**src/rtl/dual_issue_scoreboard.sv**
```systemverilog
// dual_issue_scoreboard: in-order dual-issue stage with per-register busy countdown scoreboard
// Ports:
//   clk, rst_n                  clock, asynchronous active-low reset
//   in_valid / in_ready         handshake for one decoded pair (ins_1 older, ins_2 younger)
//   ins_N_op/des/s1/s2/ime      decoded instruction fields, N=1,2
//   iss_N_valid                 registered issue slot valids (iss_1 always the older)
//   iss_N_op/des/s1/s2/ime      registered issued fields, held while valid is low
module dual_issue_scoreboard #(
    parameter int ALU_LAT = 1,
    parameter int MEM_LAT = 3
) (
    input  logic       clk,
    input  logic       rst_n,
    input  logic       in_valid,
    output logic       in_ready,
    input  logic [3:0] ins_1_op,
    input  logic [3:0] ins_1_des,
    input  logic [3:0] ins_1_s1,
    input  logic [3:0] ins_1_s2,
    input  logic [4:0] ins_1_ime,
    input  logic [3:0] ins_2_op,
    input  logic [3:0] ins_2_des,
    input  logic [3:0] ins_2_s1,
    input  logic [3:0] ins_2_s2,
    input  logic [4:0] ins_2_ime,
    output logic       iss_1_valid,
    output logic [3:0] iss_1_op,
    output logic [3:0] iss_1_des,
    output logic [3:0] iss_1_s1,
    output logic [3:0] iss_1_s2,
    output logic [4:0] iss_1_ime,
    output logic       iss_2_valid,
    output logic [3:0] iss_2_op,
    output logic [3:0] iss_2_des,
    output logic [3:0] iss_2_s1,
    output logic [3:0] iss_2_s2,
    output logic [4:0] iss_2_ime
);
    typedef struct packed {
        logic [3:0] op;
        logic [3:0] des;
        logic [3:0] s1;
        logic [3:0] s2;
        logic [4:0] ime;
    } ins_t;

    function automatic logic rd1(input logic [3:0] op);
        return op != 4'h0 && op != 4'hF;
    endfunction

    function automatic logic rd2(input logic [3:0] op);
        return (op >= 4'h1 && op <= 4'h7) || op == 4'hE;
    endfunction

    function automatic logic rdd(input logic [3:0] op);
        return op == 4'hD;
    endfunction

    function automatic logic wr(input logic [3:0] op);
        return op >= 4'h1 && op <= 4'hC;
    endfunction

    function automatic logic mem(input logic [3:0] op);
        return op == 4'hC || op == 4'hD;
    endfunction

    // The write register is checked too, so a younger writer never overtakes a pending one.
    function automatic logic blocked(input ins_t i, input logic [15:0] bz);
        return (rd1(i.op) && bz[i.s1]) || (rd2(i.op) && bz[i.s2]) ||
               ((rdd(i.op) || wr(i.op)) && bz[i.des]);
    endfunction

    ins_t in1, in2, a, b, o1, o2;
    logic a_v, b_v, iss_a, iss_b, pair_hz, acc;
    logic [15:0] bsy;
    logic [2:0] cnt [15:1];

    assign in1 = '{ins_1_op, ins_1_des, ins_1_s1, ins_1_s2, ins_1_ime};
    assign in2 = '{ins_2_op, ins_2_des, ins_2_s1, ins_2_s2, ins_2_ime};

    always_comb begin
        bsy = '0;
        for (int r = 1; r < 16; r++) bsy[r] = cnt[r] != 3'd0;
    end

    always_comb begin
        pair_hz = (wr(a.op) && a.des != 4'd0 &&
                   ((rd1(b.op) && b.s1 == a.des) || (rd2(b.op) && b.s2 == a.des) ||
                    ((rdd(b.op) || wr(b.op)) && b.des == a.des))) ||
                  (mem(a.op) && mem(b.op));
        iss_a = a_v && !blocked(a, bsy);
        iss_b = b_v && (iss_a || !a_v) && !blocked(b, bsy) && !(a_v && pair_hz);
    end

    // Ready only when the buffer drains completely this cycle; a function of state alone.
    assign in_ready = !(a_v && !iss_a) && !(b_v && !iss_b);
    assign acc = in_valid && in_ready;

    always_ff @(posedge clk or negedge rst_n) begin
        if (!rst_n) begin
            for (int r = 1; r < 16; r++) cnt[r] <= 3'd0;
        end else begin
            for (int r = 1; r < 16; r++)
                if (iss_a && wr(a.op) && a.des == 4'(r))
                    cnt[r] <= a.op == 4'hC ? 3'(MEM_LAT) : 3'(ALU_LAT);
                else if (iss_b && wr(b.op) && b.des == 4'(r))
                    cnt[r] <= b.op == 4'hC ? 3'(MEM_LAT) : 3'(ALU_LAT);
                else if (cnt[r] != 3'd0)
                    cnt[r] <= cnt[r] - 3'd1;
        end
    end

    always_ff @(posedge clk or negedge rst_n) begin
        if (!rst_n) begin
            a   <= '0;
            b   <= '0;
            a_v <= 1'b0;
            b_v <= 1'b0;
        end else if (acc) begin
            a   <= in1;
            b   <= in2;
            a_v <= 1'b1;
            b_v <= 1'b1;
        end else if (a_v && !iss_a) begin
            a_v <= 1'b1;
        end else if (b_v && !iss_b) begin
            a   <= b;
            a_v <= 1'b1;
            b_v <= 1'b0;
        end else begin
            a_v <= 1'b0;
            b_v <= 1'b0;
        end
    end

    always_ff @(posedge clk or negedge rst_n) begin
        if (!rst_n) begin
            iss_1_valid <= 1'b0;
            iss_2_valid <= 1'b0;
            o1          <= '0;
            o2          <= '0;
        end else begin
            iss_1_valid <= iss_a || iss_b;
            iss_2_valid <= iss_a && iss_b;
            if (iss_a || iss_b) o1 <= iss_a ? a : b;
            if (iss_a && iss_b) o2 <= b;
        end
    end

    assign {iss_1_op, iss_1_des, iss_1_s1, iss_1_s2, iss_1_ime} = o1;
    assign {iss_2_op, iss_2_des, iss_2_s1, iss_2_s2, iss_2_ime} = o2;
endmodule

```
**config.mk**
```make
export PLATFORM = sky130hd
export DESIGN_NAME = dual_issue_scoreboard
export DESIGN_NICKNAME = d
export VERILOG_FILES = /design/src/rtl/dual_issue_scoreboard.sv
export SDC_FILE = /design/constraint.sdc
export NUM_CORES = 1
export LEC_CHECK = 0
export ABC_AREA = 1
export CORE_UTILIZATION = 30
export CTS_CLUSTER_SIZE = 20
export DETAILED_ROUTE_END_ITERATION = 8
export MAX_ROUTING_LAYER = met4
export PLACE_DENSITY = 0.56
export SYNTH_ARGS = -nofsm -noshare
export SYNTH_HDL_FRONTEND = slang
export SYNTH_SLANG_ARGS = --single-unit
```
**constraint.sdc**
```tcl
create_clock -name clk -period 6.61 [get_ports clk]
set_clock_uncertainty 0.1 [all_clocks]
set_input_delay 0.661 -clock clk [delete_from_list [all_inputs] [get_ports clk]]
set_output_delay 0.661 -clock clk [all_outputs]
set_load 0.01 [all_outputs]
```
Word-level counts from Yosys, hierarchy flattened:

Cells that the tools add are included.

* add/sub/neg operators: 15
* $lt $le $gt $ge: 12
* eq/ne operators: 42
* muxes and demuxes: 68
* reductions and logical operators: 118

Operators with widths (count)
* $mux 3: 45
* $reduce_bool 3->1: 30
* $eq 4x4->1 const B: 22
* $mux 21: 4
* $logic_and 1x1->1: 60
* $sub 3x1->3 const B: 15
* $eq 4x3->1 const B: 8
* $lt 4x5->1 const B: 6
* $bmux 1 s4: 6
* $eq 4x2->1 const B: 4
* $logic_or 1x1->1: 15
* $eq 4x4->1: 3
* $reduce_bool 4->1: 3
* $mux 1: 11
* $eq 4x1->1 const B: 2
* $ge 4x1->1 const B: 2
* $le 4x3->1 const B: 2
* $le 4x4->1 const B: 2
* $logic_not 1->1: 8
* $ne 4x4->1 const B: 2
* $mux 2: 2
* $ne 2x2->1 const B: 1
* $reduce_and 2->1: 1
* $reduce_bool 2->1: 1

* register bits: 133
* input port bits: 45
* output and inout port bits: 45
* logic and storage cells: 294

Logic depth before layout (Yosys ltp):

Gate-level depths: netlist (run 1).

* word-level depth: 19
* depth in mapped cells: 20
* depth with buffers taken out: 19

Worst setup path after synthesis (run 1):

OpenSTA, ideal clock, no wires.

* path type: reg-to-output
* start: reg cnt[9] in the netlist's numbering
* end: out in_ready
* arrival: 1.904 ns
* required time: 5.849 ns
* slack: 3.945 ns
* stages on the path, launching flop included: 16
* buffers on the path: 1
* path through: dfrtp_1 inv_1 ha_1 inv_1 nor2_1 nand2_1 nand3_1 nand3_1 nand2_1 nand2_1 nand2_1 nor2_1 nor2_1 nand3_1 a21oi_4 buf_2

* longest elaborated chain between the ends: 16
* elaborated cells between the ends (all ways): 37
* classes of those cells: mux: 12; reduce/logical: 25

Ends and longest elaborated chain
* start: declaration: RTL line 76 `logic [2:0] cnt [15:1];`
* start signal: indexed assignment: RTL line 105 `cnt[r] <= a.op == 4'hC ? 3'(MEM_LAT) : 3'(ALU_LAT);`
* start signal: indexed assignment: RTL line 107 `cnt[r] <= b.op == 4'hC ? 3'(MEM_LAT) : 3'(ALU_LAT);`
* start signal: indexed assignment: RTL line 109 `cnt[r] <= cnt[r] - 3'd1;`
* $reduce_bool 3->1 *: RTL line 83 `for (int r = 1; r < 16; r++) bsy[r] = cnt[r] != 3'd0;`
* $bmux 1 s4: RTL line 69 `return (rd1(i.op) && bz[i.s1]) || (rd2(i.op) && bz[i.s2]) ||`
* $mux 1 (implied by the code): RTL line 69
* $logic_and 1x1->1: RTL line 69
* $logic_or 1x1->1 (2 in a row): RTL line 69
* $logic_not 1->1: RTL line 91 `iss_a = a_v && !blocked(a, bsy);`
* $logic_and 1x1->1: RTL line 91
* $logic_or 1x1->1: RTL line 92 `iss_b = b_v && (iss_a || !a_v) && !blocked(b, bsy) && !(a_v && pair_hz);`
* $logic_and 1x1->1 (3 in a row): RTL line 92
* $logic_not 1->1: RTL line 96 `assign in_ready = !(a_v && !iss_a) && !(b_v && !iss_b);`
* $logic_and 1x1->1: RTL line 96
* $logic_not 1->1: RTL line 96
* $logic_and 1x1->1 *: RTL line 96
* end: declaration: RTL line 15 `output logic in_ready,`

Every way passes the cells marked *; elsewhere a longest branch is shown, timed or not. The select of a mux whose other input is x is not followed.

Final worst setup path (run 1):

* start: reg b[9] in the netlist's numbering
* end: out in_ready

* longest elaborated chain between the ends: 13
* elaborated cells between the ends (all ways): 20
* classes of those cells: eq/ne: 1; mux: 2; reduce/logical: 17

Ends and longest elaborated chain
* start: declaration: RTL line 73 `ins_t in1, in2, a, b, o1, o2;`
* start signal: assignment: RTL line 121 `b <= in2;`
* parallel branches: the longest is 8 deep, another holds $bmux 1 s4
* $logic_and 1x1->1 *: RTL line 92
* $logic_not 1->1 *: RTL line 96
* $logic_and 1x1->1 *: RTL line 96
* $logic_not 1->1 *: RTL line 96
* $logic_and 1x1->1 *: RTL line 96

Every way passes the cells marked *. The select of a mux whose other input is x is not followed.

==> metrics.cfg, run 1 <==
[sta]
worstMarginPinSlew_ps = 863.7
setup_viol = 0
rsz0062_at_grt = false
fin_crit_sh_pct = 67.49
maxSlewHeadroom_pct = 42.28
hold_viol = 0
max_freq_ghz = 0.2242
fin_crit_ps = 4461
fin_hold_ws_ps = 166.5
slew_viol_final = 0
setup-tns-final_ps = 0

[setup_path]
crit_chain = clkinv_1 > nand2_1 > nand3_1 > o21ai_0 > nor2_1 > nor2_1 > nor2_1 > nor2_1 > nand3_1 > a21oi_4 > clkdlybuf4s50_1
cp_max_fo = 19
worst_r2r_path_depth = 16
critical-path-max-stage-delay_ps = 700
worst-setup-path-type = flop to primary output
rrSetupSlack_ps = 2380
endpoint_kind = primary output
cp.required_ps = 5850
worst_setup_path_start_kind = flop
crit_start = b[9]
reg2reg_from = b[9]
worst_r2r_endpoint = a[16]
path_common_cell = nor2_1
cp_slowest_cell = dfrtp_1
worst_ep_arrival_time_ps = 3700

[finish]
nets = 1393
drive_gt1_share_pct = 5.785
seq_area_um2 = 3328
area_delta_synth_final_pct = 20.54
layout.cells.non_filler = 1709
fillers = 3055
final_area_um2 = 10420
antenna_cells = 0
multi_input_area_um2 = 4484

[placement]
placed_cells = 1677
dp_hpwl_um = 21220
io_buffers = 89
placed_area_um2 = 9787
gp_congestion = 0.9226

[synth]
synth-main-ff-cell = dfrtp_1
async_flop_share_pct = 100.0
yosysWarnings = 0
yosysTopAreaCell = dfrtp_1
yosysTopAreaCellShare_pct = 38.50
avgSynthCellArea_um2 = 6.894
synth_edf_count = 0
synth_nets = 1329
yosys-top-cells-count = nand2_1 (394), nand3_1 (192), inv_1 (134)
synth_area_um2 = 8645
synth.most_common_cell = nand2_1
synth_seq_area_share_pct = 38.50
synth_cell_types = 32
ys_seq_elements = 133
syn_inst = 1254
synthTopCellsByArea = dfrtp_1 (39%), nand2_1 (17%), nand3_1 (11%)

[grt]
antenna_found_initial = 0
grt_pass1_wl_um = 46110
grt_use_total_pct = 21.36
grt_max_degree = 75
grt_pass1_vias = 7958
gr-total-overflow = 0

[power_and_ir_drop]
power_w = 0.006285
p_leak_nw = 5.241
ir_worst_vdd_mv = 0.2738
power_frac_seq_pct = 27.2
p_int_w = 0.003006
p_per_area_nw_per_um2 = 603.2
pwr-share-clk_pct = 16.4
p_sw_share_pct = 52.18
p_sw_w = 0.003280
combPwrFrac_pct = 56.4

[route]
vias = 8587
ant_nets = 0
post_drt_wl_per_cell_um = 17.29
remaining_drc_errors = 0
drt_iter0_drc = 675
first_pass_iters = 7
wl_um = 29540
vias_per_cell = 5.025

[clock_network]
cts.repair.resized = 0
clock_path_buffers = 2
clk_pin_slew_worst_paths_ps = 70
cts_setup_buffers = 0
hold_buffers = 0
root_buffer = clkbuf_16
h-tree-depth = 4
clock_latency_ps = 440
cts_buffers = 17
cts_tree = done
cts.sinks = 133

[floorplanning]
ioPinCount = 90
dieHeight_um = 171.8
die_area_um2 = 29500
num_rows = 61
core_area_um2 = 28090
dieWidth_um = 171.8
start_util_pct = 30.78

[job]
drv_cap = 0

[outcome]
status = finished clean

[hold_path]
hp-class = primary input to async pin

[worst max-delay path by stage]
stage                     endpoint  slack [ps]
final                     in_ready        2150
after floorplan           in_ready        3940
after global routing      in_ready        1940
after global placement        a[5]        2580
after CTS                 in_ready        2240
after detailed placement     a[16]        2570
[registers in the layout, summed over array words and instances (netlist names)]
| signal | flops |
|---|---|
| iss_2_valid | 1 |
| iss_2_des | 4 |
| a | 21 |
| iss_1_valid | 1 |
| iss_2_op | 4 |
| cnt | 45 |
| iss_1_s1 | 4 |
| iss_2_ime | 5 |
| iss_1_s2 | 4 |
| b | 21 |
| iss_1_ime | 5 |
| iss_2_s2 | 4 |
| iss_1_des | 4 |
| a_v | 1 |
| b_v | 1 |
| iss_1_op | 4 |
| iss_2_s1 | 4 |
[critical path, delay by kind of cell (launching register included)]
family,cells,cell delay (ps)
buffers and inverters,2,1120
and+or+nand+nor,7,840
DFF,1,700
AOI/OAI and AO/OA,2,590
[through the flow]
stage	worst slack [ps]	util, %
global placement	2576	34.85
detailed placement	2568	34.85
global route	1943	37.10
floorplan	3945	-
CTS	2238	37.10
finish	2149	37.10
[power groups by stage]
stage / clock network [W] / logic [W] / registers (W)
final: 0.00103 / 0.00354 / 0.00171
after global routing: 0.00108 / 0.00396 / 0.00176
after CTS: 0.00105 / 0.00352 / 0.00171
after detailed placement: 0 / 0.00351 / 0.00172
after global placement: 0 / 0.00348 / 0.00172
after floorplan: 0 / 0.00255 / 0.00152
[cells by family after synthesis]
group / Yosys count / share of synthesized area, %
AND/OR/NAND/NOR: 786 / 39.72
buffers and inverters: 198 / 9.625
flip-flops: 133 / 38.50
AO/OA/AOI/OAI: 87 / 5.645
adder cells (fa/ha/maj): 30 / 4.342
XOR/XNOR: 15 / 1.520
multiplexers: 5 / 0.6513
[metal layers]
metal / vias to the layer above / global-route usage (%) / wire length [µm]
met5: - / - / 0
met4: 0 / 5.348 / 415
met3: 30 / 2.600 / 1633
met2: 312 / 32.60 / 13430
met1: 4054 / 29.89 / 14060
li1: 4191 / - / -
[cell type report]
cell class	count	share of cell area, %
repair buffers	97	9.138
clock buffers	17	4.083
clock inverters	15	1.993
flip-flops and latches	133	31.94
multi-input cells	923	43.04
well taps	378	4.539
inverters	146	5.271
[cell usage in the layout, fill, tap and decap left out, drive strengths merged]
cell type and count:
a31oi 22, xor2 15, nand4 57, clkbuf 17, bufinv 2, buf 9, clkinvlp 1, a21oi 48
nor3 1, clkinv 7, dfrtp 133, ha 30, mux2 5, clkdlybuf4s50 88, nand2 403, o211ai 1
o32ai 1, nand3 193, o21ai 15, nor2 132, inv 151
Note: power is estimated with default switching activity, not from simulation.
==> inputs of run 2 (changes only) <==
==> constraint.sdc (replaced) <==
create_clock -name clk -period 4.45 [get_ports clk]
set_clock_uncertainty 0.1 [all_clocks]
set_input_delay 0.445 -clock clk [delete_from_list [all_inputs] [get_ports clk]]
set_output_delay 0.445 -clock clk [all_outputs]
set_load 0.01 [all_outputs]
==> run 2 against run 1 <==
The run now ends with negative hold slack left; final cell count is 0.29% higher; first-iteration DRC count decreased by 0.59%; critical path depth rose by 2; clock power increased by 50%; hold slack lost 190 ps; via count barely moved; wire length down 0.85%; clock-buffer cell count unchanged; power up 49%; die area did not move; critical path type unchanged; critical endpoint unchanged.
==> metrics.cfg, run 2 (synthesized netlist as in run 1, its figures left out) <==
[sta]
max_freq_ghz = 0.2518
fin_crit_ps = 3971
maxSlewHeadroom_pct = 47.37
fin_hold_ws_ps = -22.53
setup_viol = 0
setup-tns-final_ps = 0
fin_crit_sh_pct = 89.24
slew_viol_final = 0
rsz0062_at_grt = false
worstMarginPinSlew_ps = 789.4
setup_ws_ps = 478.6
hold_viol = 22

[power_and_ir_drop]
p_per_area_nw_per_um2 = 895.1
p_leak_nw = 5.276
ir_worst_vdd_mv = 0.3885
power_w = 0.009368

[grt]
grt_pass1_wl_um = 45770
grt_pass1_vias = 8075
grt_use_total_pct = 21.15
antenna_found_initial = 0
grt_max_degree = 134
gr-total-overflow = 0

[setup_path]
worst_setup_path_start_kind = flop
endpoint_kind = primary output
cp_max_fo = 4
rrSetupSlack_ps = 900
worst_ep_arrival_time_ps = 3430
cp.required_ps = 3900
worst-setup-path-type = flop to primary output

[clock_network]
cts_setup_buffers = 0
clock_latency_ps = 440
cts.sinks = 133
root_buffer = clkbuf_16
clk_pin_slew_worst_paths_ps = 70
hold_buffers = 0
cts_buffers = 17
clock_path_buffers = 2
cts.repair.resized = 0
cts_tree = done
h-tree-depth = 4

[placement]
placed_cells = 1682
place_ws_ps = 998.9
dp_hpwl_um = 21300
placed_area_um2 = 9837
io_buffers = 89
gp_congestion = 0.9995

[finish]
largestRegisters = cnt x45, a x21, b x21
final_cell_mix = nand2_1 (394), nand3_1 (192), inv_1 (134), dfrtp_1 (133), nor2_1 (124)
layout.cells.non_filler = 1714
regMostFlops = cnt
largest_reg_flops = 45
final_common_cell = nand2_1
area_delta_synth_final_pct = 21.07
antenna_cells = 0
fillers = 3070
seq_area_um2 = 3328
final_area_um2 = 10470
drive_gt1_share_pct = 6.138
nets = 1398
multi_input_area_um2 = 4484

[route]
vias = 8584
wl_um = 29290
drt_iter0_drc = 671
remaining_drc_errors = 0
vias_per_cell = 5.008
post_drt_wl_per_cell_um = 17.09
ant_nets = 0
first_pass_iters = 5

[floorplanning]
ioPinCount = 90
core_area_um2 = 28090
start_util_pct = 30.78
die_area_um2 = 29500
num_rows = 61
dieHeight_um = 171.8
dieWidth_um = 171.8

[outcome]
violations = negative hold slack
status = finished with violations

[job]
drv_cap = 0

[hold_path]
hp-class = primary input to async pin

-- run 2: power breakdown --
part	internal [W]	switching, W	total, W
logic	0.00180	0.00351	0.00531
clock network	0.000867	0.000678	0.00154
registers	0.00184	0.000679	0.00251
total	0.00450	0.00487	0.00937
-- run 2: layout make-up --
type	instances	share of cell area [%]
Clock buffer	17	4.065
Multi-Input combinational cell	923	42.85
Clock inverter	15	1.949
Inverter	146	5.248
Sequential cell	133	31.80
Timing Repair Buffer	102	9.576
Tap cell	378	4.519
-- run 2: per-stage QoR --
step                hold slack (ps)  util (%)
finish                       -22.53     37.26
global route                  53.49     37.26
CTS                           56.24     37.26
detailed placement            357.5     35.02
global placement              347.9     35.02
floorplan                     49.41         -
-- run 2: final timing paths --
path / startpoint / cells after the start / endpoint
max: cnt[33] / 13 / in_ready
min: rst_n / 2 / cnt[26]
max reg2reg: a[14] / 15 / iss_2_des[0]
min reg2reg: cnt[14] / 1 / cnt[14]
max in group asynchronous: rst_n / 2 / iss_2_valid
min in group clk: cnt[14] / 1 / cnt[14]
-- run 2: routing by layer --
metal	wire [µm]	GRT usage [%]	vias up
met5	0	-	-
met3	1777	3.290	33
met1	13760	28.96	4070
li1	-	-	4192
met2	13340	32.27	289
met4	415	5.771	0
-- run 2: worst max-delay path: stages (launching register included) --
cell and delay (ps):
dfrtp_1 360, inv_1 100, ha_1 180, inv_1 50
nor2_1 420, nor2_1 130, o21ai_0 200, nor2_1 60
nor2_1 110, nor2_1 60, nor2_1 180, nand3_1 240
a21oi_4 310, clkdlybuf4s50_1 590
==> inputs of run 3 (changes only) <==
--- a/config.mk
+++ b/config.mk
@@ -9,6 +9,7 @@
 export CORE_UTILIZATION = 30
 export CTS_CLUSTER_SIZE = 20
 export DETAILED_ROUTE_END_ITERATION = 8
+export GPL_TIMING_DRIVEN = 0
 export MAX_ROUTING_LAYER = met4
 export PLACE_DENSITY = 0.56
 export SYNTH_ARGS = -nofsm -noshare
==> constraint.sdc (replaced) <==
create_clock -name clk -period 4.65 [get_ports clk]
set_clock_uncertainty 0.1 [all_clocks]
set_input_delay 0.465 -clock clk [delete_from_list [all_inputs] [get_ports clk]]
set_output_delay 0.465 -clock clk [all_outputs]
set_load 0.01 [all_outputs]
==> run 3 against run 2 <==
The flow now finishes without violations; critical endpoint unchanged; sequential power down 9.6%; sequential share of layout area down 0.61 points; die area unchanged; via count up 1.5%; critical path depth up 3; final area up 1.9%; first-iteration DRC count up 21%; sequential cell count unchanged; clock power down 5%; wire length up 4.0%; worst setup slack better by 90 ps.
==> metrics.cfg, run 3 (synthesized netlist as in run 1, its figures left out) <==
[outcome]
status = finished clean

[finish]
area_delta_synth_final_pct = 23.43
final_common_cell = nand2_1
regMostFlops = cnt
postLayoutCoreUtil_pct = 37.99
final_area_um2 = 10670
antenna_cells = 0
nets = 1438
final_cell_mix = nand2_1 (394), nand3_1 (192), inv_1 (134), dfrtp_1 (133), nor2_1 (124)
largestRegisters = cnt x45, a x21, b x21
largest_reg_flops = 45
drive_gt1_share_pct = 7.776
layout.cells.non_filler = 1754
fillers = 3013

[floorplanning]
start_util_pct = 30.78
dieWidth_um = 171.8
die_area_um2 = 29500
num_rows = 61
ioPinCount = 90
dieHeight_um = 171.8
core_area_um2 = 28090

[grt]
grt_pass1_vias = 8360
grt_use_total_pct = 22.24
antenna_found_initial = 0
grt_max_degree = 90
grt_pass1_wl_um = 47800
gr-total-overflow = 0

[route]
first_pass_iters = 7
drt_iter0_drc = 810
ant_nets = 0
vias = 8714
wl_um = 30460
post_drt_wl_per_cell_um = 17.37
vias_per_cell = 4.968
remaining_drc_errors = 0

[power_and_ir_drop]
ir_worst_vdd_mv = 0.3787
p_per_area_nw_per_um2 = 865.9
p_leak_nw = 5.412

[setup_path]
crit_start = cnt[21]
worst_ep_arrival_time_ps = 3520
crit_chain = inv_1 > ha_1 > inv_1 > nor2_1 > nand2_1 > nand2_1 > nand2_1 > nand3_1 > nand3_1 > nand3_1 > nand3_2 > nand2_4 > inv_2 > a21oi_4 > buf_2 > clkdlybuf4s50_1
critical-path-max-stage-delay_ps = 580
worst-setup-path-type = flop to primary output
endpoint_kind = primary output
cp.required_ps = 4090
reg2reg_from = cnt[21]
worst_setup_path_start_kind = flop
cp_slowest_cell = clkdlybuf4s50_1
cp_max_fo = 10

[job]
drv_cap = 0

[clock_network]
cts_setup_buffers = 0
cts.sinks = 133
clk_pin_slew_worst_paths_ps = 70
cts_tree = done
cts_buffers = 17
root_buffer = clkbuf_16
clock_path_buffers = 2
h-tree-depth = 4
clock_latency_ps = 440

[sta]
max_freq_ghz = 0.2450
fin_crit_sh_pct = 87.78
fin_hold_ws_ps = 359.7
slew_viol_final = 0
setup_viol = 0
maxSlewHeadroom_pct = 48.13
worstMarginPinSlew_ps = 772.2
rsz0062_at_grt = false
fin_crit_ps = 4082
hold_viol = 0

[placement]
io_buffers = 88
dp_hpwl_um = 22780
placed_cells = 1721
gp_congestion = 0.9926
placed_area_um2 = 10030

[hold_path]
hold_start = cnt[20]
hp-class = flop to flop

==> run 3: changes by cell type in the layout (fill, tap and decap cells not counted), moves of 2 or more <==
cell	change
buf_2	+28
clkbuf_1	+11
buf_4	-8
buf_1	+4
buf_6	+5
inv_6	-2
==> run 3: timing repair <==
item | 4_1_cts | 5_1_grt
resized for setup | 0 | 0
endpoints found under the hold margin | 44 | 0
hold buffers | 1 | 0
==> run 3: critical path, delay by kind of cell (launching register included) <==
kind,cells,cell delay [ps]
buffers and inverters,5,1120
DFF,1,360
adders and majority gates,1,180
and+or+nand+nor,9,1170
AOI/OAI and AO/OA,1,260
==> run 3: per-stage QoR <==
stage	worst slack, ps	setup TNS [ps]	power (W)
after floorplan	2181	0	0.005785
after CTS	578.0	0	0.009207
after global routing	271.1	0	0.01002
after global placement	-2730	-359600	0.007638
final	568.4	0	0.009240
after detailed placement	1052	0	0.007711
==> run 3: path summary, 6_finish.rpt <==
check                           endpoint  slack, ps  cells after the start
max in group asynchronous           b[6]       3220                      3
worst max-delay path            in_ready        570                     16
worst min register to register   cnt[20]        360                      1
min in group asynchronous        cnt[25]        420                      2
worst max register to register   cnt[13]       1450                     18
worst min-delay path             cnt[20]        360                      1
==> run 3: area by class of cell <==
class                      count  area (µm²)  share of cell area (%)
clock inverter                15       207.7                   1.947
timing repair buffer          90       919.6                   8.619
inverter                     146       549.3                   5.148
buffer                        52       282.8                   2.650
multi-input combinational    923        4484                   42.03
tap                          378       473.0                   4.432
sequential                   133        3328                   31.19
clock buffer                  17       425.4                   3.987
==> run 3: routing by layer <==
layer | wire [µm] | global-route usage (%)
met4 | 771 | 7.157
met3 | 1761 | 3.244
met1 | 14290 | 30.22
met2 | 13640 | 33.90
met5 | 0 | -
==> run 3: power by group <==
part           internal [W]  total, W  switching, W
logic               0.00187   0.00550       0.00364
clock network      0.000827   0.00147      0.000641
registers           0.00176   0.00227      0.000510
